--- src/rtl/alu_ctrl_pkg.sv ---
// Shared types and constants for the ALU command sequencer and its register file.
package alu_ctrl_pkg;

  localparam int DEF_WIDTH = 16;
  localparam int DEF_RAW   = 2;

  typedef enum logic [1:0] {
    IDLE = 2'd0,
    EXEC = 2'd1,
    RESP = 2'd2
  } state_t;

  // Arithmetic group 000-011, logic group 100-111
  localparam logic [2:0] OP_000 = 3'b000;
  localparam logic [2:0] OP_001 = 3'b001;
  localparam logic [2:0] OP_010 = 3'b010;
  localparam logic [2:0] OP_011 = 3'b011;
  localparam logic [2:0] OP_100 = 3'b100;
  localparam logic [2:0] OP_101 = 3'b101;
  localparam logic [2:0] OP_110 = 3'b110;
  localparam logic [2:0] OP_111 = 3'b111;

endpackage

--- src/rtl/alu_regfile.sv ---
// NREG x WIDTH register file: two asynchronous read ports, one synchronous write port.
module alu_regfile #(
  parameter int WIDTH = 16,
  parameter int NREG  = 4,
  parameter int RAW   = 2
) (
  input  logic             clk,
  input  logic             rst_n,
  input  logic             we,
  input  logic [RAW-1:0]   waddr,
  input  logic [WIDTH-1:0] wdata,
  input  logic [RAW-1:0]   raddr_a,
  input  logic [RAW-1:0]   raddr_b,
  output logic [WIDTH-1:0] rdata_a,
  output logic [WIDTH-1:0] rdata_b
);

  logic [WIDTH-1:0] mem [NREG];

  // NOTE: this storage is cleared on reset because software relies on every
  // register reading 0 afterwards; larger memories would normally skip this.
  always_ff @(posedge clk) begin
    if (!rst_n) begin
      for (int i = 0; i < NREG; i++) mem[i] <= '0;
    end else if (we) begin
      mem[waddr] <= wdata;
    end
  end

  assign rdata_a = mem[raddr_a];
  assign rdata_b = mem[raddr_b];

endmodule

--- src/rtl/alu_seq_ctrl.sv ---
// Serialises register-based commands onto an external combinational ALU and
// returns each result (or load value) over a valid/ready response port.
module alu_seq_ctrl
  import alu_ctrl_pkg::*;
#(
  parameter int WIDTH = DEF_WIDTH,
  parameter int NREG  = 4,
  parameter int RAW   = DEF_RAW
) (
  input  logic             clk,
  input  logic             rst_n,
  input  logic             cmd_valid,
  output logic             cmd_ready,
  input  logic             cmd_load,
  input  logic [2:0]       cmd_op,
  input  logic [RAW-1:0]   cmd_dst,
  input  logic [RAW-1:0]   cmd_src_a,
  input  logic [RAW-1:0]   cmd_src_b,
  input  logic             cmd_imm_sel,
  input  logic [WIDTH-1:0] cmd_imm,
  output logic [WIDTH-1:0] alu_a,
  output logic [WIDTH-1:0] alu_b,
  output logic [2:0]       alu_op,
  input  logic [WIDTH-1:0] alu_y,
  input  logic             alu_cout,
  output logic             rsp_valid,
  input  logic             rsp_ready,
  output logic [WIDTH-1:0] rsp_y,
  output logic             rsp_cout,
  output logic             carry_flag
);

  state_t           state;
  logic [RAW-1:0]   dst_q;
  logic             cmd_fire;
  logic             rf_we;
  logic [RAW-1:0]   rf_waddr;
  logic [WIDTH-1:0] rf_wdata;
  logic [WIDTH-1:0] rd_a;
  logic [WIDTH-1:0] rd_b;

  assign cmd_fire = cmd_valid && cmd_ready;

  // Write port is shared: immediate loads write in IDLE, ALU results in EXEC.
  // NOTE: every combinational output gets a default first so no latch is inferred.
  always_comb begin
    rf_we    = 1'b0;
    rf_waddr = cmd_dst;
    rf_wdata = cmd_imm;
    if (state == IDLE && cmd_fire && cmd_load) begin
      rf_we = 1'b1;
    end else if (state == EXEC) begin
      rf_we    = 1'b1;
      rf_waddr = dst_q;
      rf_wdata = alu_y;
    end
  end

  alu_regfile #(.WIDTH(WIDTH), .NREG(NREG), .RAW(RAW)) u_regfile (
    .clk     (clk),
    .rst_n   (rst_n),
    .we      (rf_we),
    .waddr   (rf_waddr),
    .wdata   (rf_wdata),
    .raddr_a (cmd_src_a),
    .raddr_b (cmd_src_b),
    .rdata_a (rd_a),
    .rdata_b (rd_b)
  );

  // NOTE: all state here uses non-blocking assignments so every register
  // samples pre-edge values, independent of statement order.
  always_ff @(posedge clk) begin
    if (!rst_n) begin
      state      <= IDLE;
      cmd_ready  <= 1'b1;
      dst_q      <= '0;
      alu_a      <= '0;
      alu_b      <= '0;
      alu_op     <= '0;
      rsp_valid  <= 1'b0;
      rsp_y      <= '0;
      rsp_cout   <= 1'b0;
      carry_flag <= 1'b0;
    end else begin
      case (state)
        IDLE: begin
          if (cmd_fire) begin
            cmd_ready <= 1'b0;
            if (cmd_load) begin
              rsp_y     <= cmd_imm;
              rsp_cout  <= 1'b0;
              rsp_valid <= 1'b1;
              state     <= RESP;
            end else begin
              alu_a  <= rd_a;
              alu_b  <= cmd_imm_sel ? cmd_imm : rd_b;
              alu_op <= cmd_op;
              dst_q  <= cmd_dst;
              state  <= EXEC;
            end
          end
        end
        EXEC: begin
          rsp_y      <= alu_y;
          rsp_cout   <= alu_cout;
          carry_flag <= alu_cout;
          rsp_valid  <= 1'b1;
          state      <= RESP;
        end
        RESP: begin
          if (rsp_ready) begin
            rsp_valid <= 1'b0;
            cmd_ready <= 1'b1;
            state     <= IDLE;
          end
        end
        default: begin
          state     <= IDLE;
          cmd_ready <= 1'b1;
          rsp_valid <= 1'b0;
        end
      endcase
    end
  end

endmodule

--- config.mk ---
export PLATFORM = sky130hd
export DESIGN_NAME = alu_seq_ctrl
export DESIGN_NICKNAME = d
export VERILOG_FILES = /design/src/rtl/alu_ctrl_pkg.sv /design/src/rtl/alu_regfile.sv /design/src/rtl/alu_seq_ctrl.sv
export SDC_FILE = /design/constraint.sdc
export NUM_CORES = 1
export LEC_CHECK = 0
export BUFFER_PORTS_ARGS = -buffer_cell sky130_fd_sc_hd__buf_4
export CAP_MARGIN = 20
export CORE_AREA = 2 2 101 103
export DETAILED_ROUTE_END_ITERATION = 6
export DIE_AREA = 0 0 103 105
export GPL_TIMING_DRIVEN = 0
export PLACE_DENSITY_LB_ADDON = 0.3
export SKIP_LAST_GASP = 1
export SYNTH_ARGS = -nofsm -noshare
export SYNTH_HDL_FRONTEND = slang
export SYNTH_SLANG_ARGS = --single-unit
--- constraint.sdc ---
create_clock -name clk -period 9.09 [get_ports clk]
set_input_delay 1.818 -clock clk [delete_from_list [all_inputs] [get_ports clk]]
set_output_delay 1.818 -clock clk [all_outputs]
set_load 0.02 [all_outputs]
==> results.json <==
{
  "final_cells": 747,
  "netlist_area_mm2": 0.00576,
  "postLayoutSetupSlackWorst_ns": 5.71,
  "synth_top_cells_by_area": "edfxtp_1 (33%), dfxtp_1 (21%), mux2i_1 (8.9%)",
  "r2r-start": "state[0]",
  "postSynth.asyncResetShare_pct": 0,
  "post_synth.cell_area_avg_um2": 11.9,
  "place_inst": 715,
  "timing_worst_slew_pin_value_ns": 0.883,
  "clockRootBuffer": "clkbuf_8",
  "fp.coreArea_mm2": 0.00964,
  "setup.worst_path.start": "cmd_load",
  "total_power_mw": 1.54,
  "critPathArrivalTime_ns": 3.62,
  "floorplan.rows": 36,
  "synth_commonest_cells": "edfxtp_1 (64), dfxtp_1 (59), mux2i_1 (51)",
  "layout.nets": 649,
  "die_w_um": 103,
  "dpl_worst_slack_ns": 5.23,
  "pin_count": 103,
  "synth_cell_types": 40,
  "post-synth-top-area-cell": "edfxtp_1",
  "antenna_cells": 0,
  "grt_usage_pct": 31.9,
  "layout_worst_path_cycle_share_pct": 37.2,
  "synth_top_flop_cell": "edfxtp_1",
  "fin_setup_tns_ns": 0,
  "slew_viol_final": 0,
  "required_ns": 9.33,
  "cts.reportedPaths.clkPinSlew_ns": 0.06,
  "peak_supply_drop_mv": 0.119,
  "skew_ns": 0.00460,
  "critPathCaptureType": "flop",
  "vias": 4823,
  "start_kind": "input pin",
  "grt_pass1_vias": 4719,
  "run_status": "finished, final reports clean",
  "hold_viol": 0,
  "synthToLayoutAreaGrowth_pct": 26.5,
  "design.die.area_mm2": 0.0108,
  "clk-insertion-delay-late_ns": 0.53,
  "detailedRoute.firstPassIterationCount": 5,
  "cts_hold_buf": 0,
  "syn_nets": 530,
  "leakagePower_nw": 2.76,
  "cts.path.max_buffers": 2,
  "buffer_ports.inserted": 97,
  "grt_first_pass_wirelength_um": 25400,
  "yosysMostFrequentCell": "edfxtp_1",
  "ctsHtreeMaxLevel": 4,
  "number_of_standard_cells_after_synthesis": 482,
  "cap_violations": 0,
  "cts_made_buffers": 17,
  "slew_headroom_pct": 39.5,
  "synth_warn": 0,
  "drtAntennaViolNets": 0,
  "grt_start_max_net_pins": 17,
  "timing.hold.worst.class": "reg -> reg",
  "first_iter_violations": 619,
  "postCtsSetupRepairBufs": 0,
  "count_of_final_setup_violators": 0,
  "drive_gt1_share_pct": 32.7,
  "worst_hold_startpoint": "rsp_valid",
  "rsz0062_at_grt": "no",
  "synth_edf_count": 64,
  "grt-ovfl-total": 0,
  "drc": 0,
  "largest_fanout_on_the_critical_path": 10,
  "finalWorstPathRequiredPeriod_ns": 3.38,
  "ys_ff_latch": 123,
  "dpl.hpwl_um": 12100,
  "worst-setup-path-type": "in -> reg",
  "routabilityCongestion": 0.924,
  "achievable-frequency_mhz": 295,
  "post_cts_resize_count": 0,
  "tritoncts_clock_tree": "built",
  "vertical_die_dimension_um": 105,
  "synth_top_area_share_pct": 33.4,
  "drt-vias-per-instance": 6.46,
  "clkSinkCount": 123,
  "power-per-cell-area_mw_per_mm2": 211,
  "detail_route.wirelength_um": 16800,
  "grt_antenna_before_repair": 0,
  "initial_core_utilization_pct": 59.7,
  "sequential_to_total_area_share_from_yosys_stat_pct": 53.9,
  "wire_per_inst_um": 22.5
}
[critical path, cell delays in order]
cell and delay [ns]:
buf_2 0.17, and4b_1 0.26, buf_4 0.21, nor2_1 0.17
o31ai_2 0.71, buf_6 0.26
[sequential cells by signal, indices dropped and copies added (netlist names)]
name / flops
alu_b: 16
alu_a: 16
state: 2
alu_op: 3
u_regfile.mem: 64
rsp_cout: 1
cmd_ready: 1
rsp_valid: 1
rsp_y: 16
dst_q: 2
carry_flag: 1
[logic make-up after synthesis]
family | share of synthesized area, %
buffers and inverters | 5.09
muxes | 15.6
DFF | 53.9
and+or+nand+nor | 12.2
AOI/OAI and AO/OA | 13.2
[final cells by class]
type,instances,area [um2]
Sequential cell,123,3100
Clock inverter,12,114
Tap cell,133,166
Buffer,50,285
Fill cell,653,2360
Multi-Input combinational cell,307,2370
Timing Repair Buffer,100,758
Inverter,2,7.51
Clock buffer,20,478
[path summary, 6_finish.rpt]
| path | to | slack (ns) | cells after the start |
|---|---|---|---|
| worst max-delay path | u_regfile.mem[1][10] | 5.71 | 6 |
| worst min-delay path | rsp_valid | 0.46 | 2 |
| worst max register to register | u_regfile.mem[1][10] | 6.52 | 7 |
| worst min register to register | rsp_valid | 0.46 | 2 |
[routing by layer]
layer / part of all wire [%] / track usage, % / wire length [um] / up-vias
met4: 3.6 / 13.8 / 601 / 0
met3: 10 / 7.89 / 1700 / 62
met5: 0 / 0 / 0 / -
li1: - / - / - / 2126
met1: 38 / 41.0 / 6430 / 2306
met2: 48 / 50.7 / 8080 / 329
[power breakdown]
part	internal, mW	switching (mW)	total [mW]	leakage, nW
registers	0.621	0.0221	0.643	1.15
logic	0.0930	0.134	0.227	1.32
clock network	0.425	0.242	0.667	0.290
total	1.14	0.398	1.54	2.76
[through the flow]
step	hold slack [ns]	area, um2	utilization [%]
global route	0.488	7280	75.6
floorplan	0.462	5760	-
finish	0.461	7280	75.6
CTS	0.465	7280	75.6
global placement	0.450	6650	69.0
detailed placement	0.457	6690	69.4
[layout by cell type, fill, tap and decap left out, types with 5 or more instances in the layout]
cell       synthesis  routed
nor2_1            20      20
o221a_2           16      16
nand2_1           34      34
nor3_1            33      33
clkbuf_1          20      20
clkbuf_16          0      18
buf_4              2     100
a21oi_1           24      24
mux4_2            16      16
a211oi_1          32      32
dfxtp_1           59      59
nor4_1            31      31
mux2i_1           51      51
buf_6              5       7
o2bb2ai_1         16      16
buf_2             20      20
edfxtp_1          64      64
o21ai_0            8       7
nand3_1            5       5
Note: power is estimated with default switching activity, not from simulation.
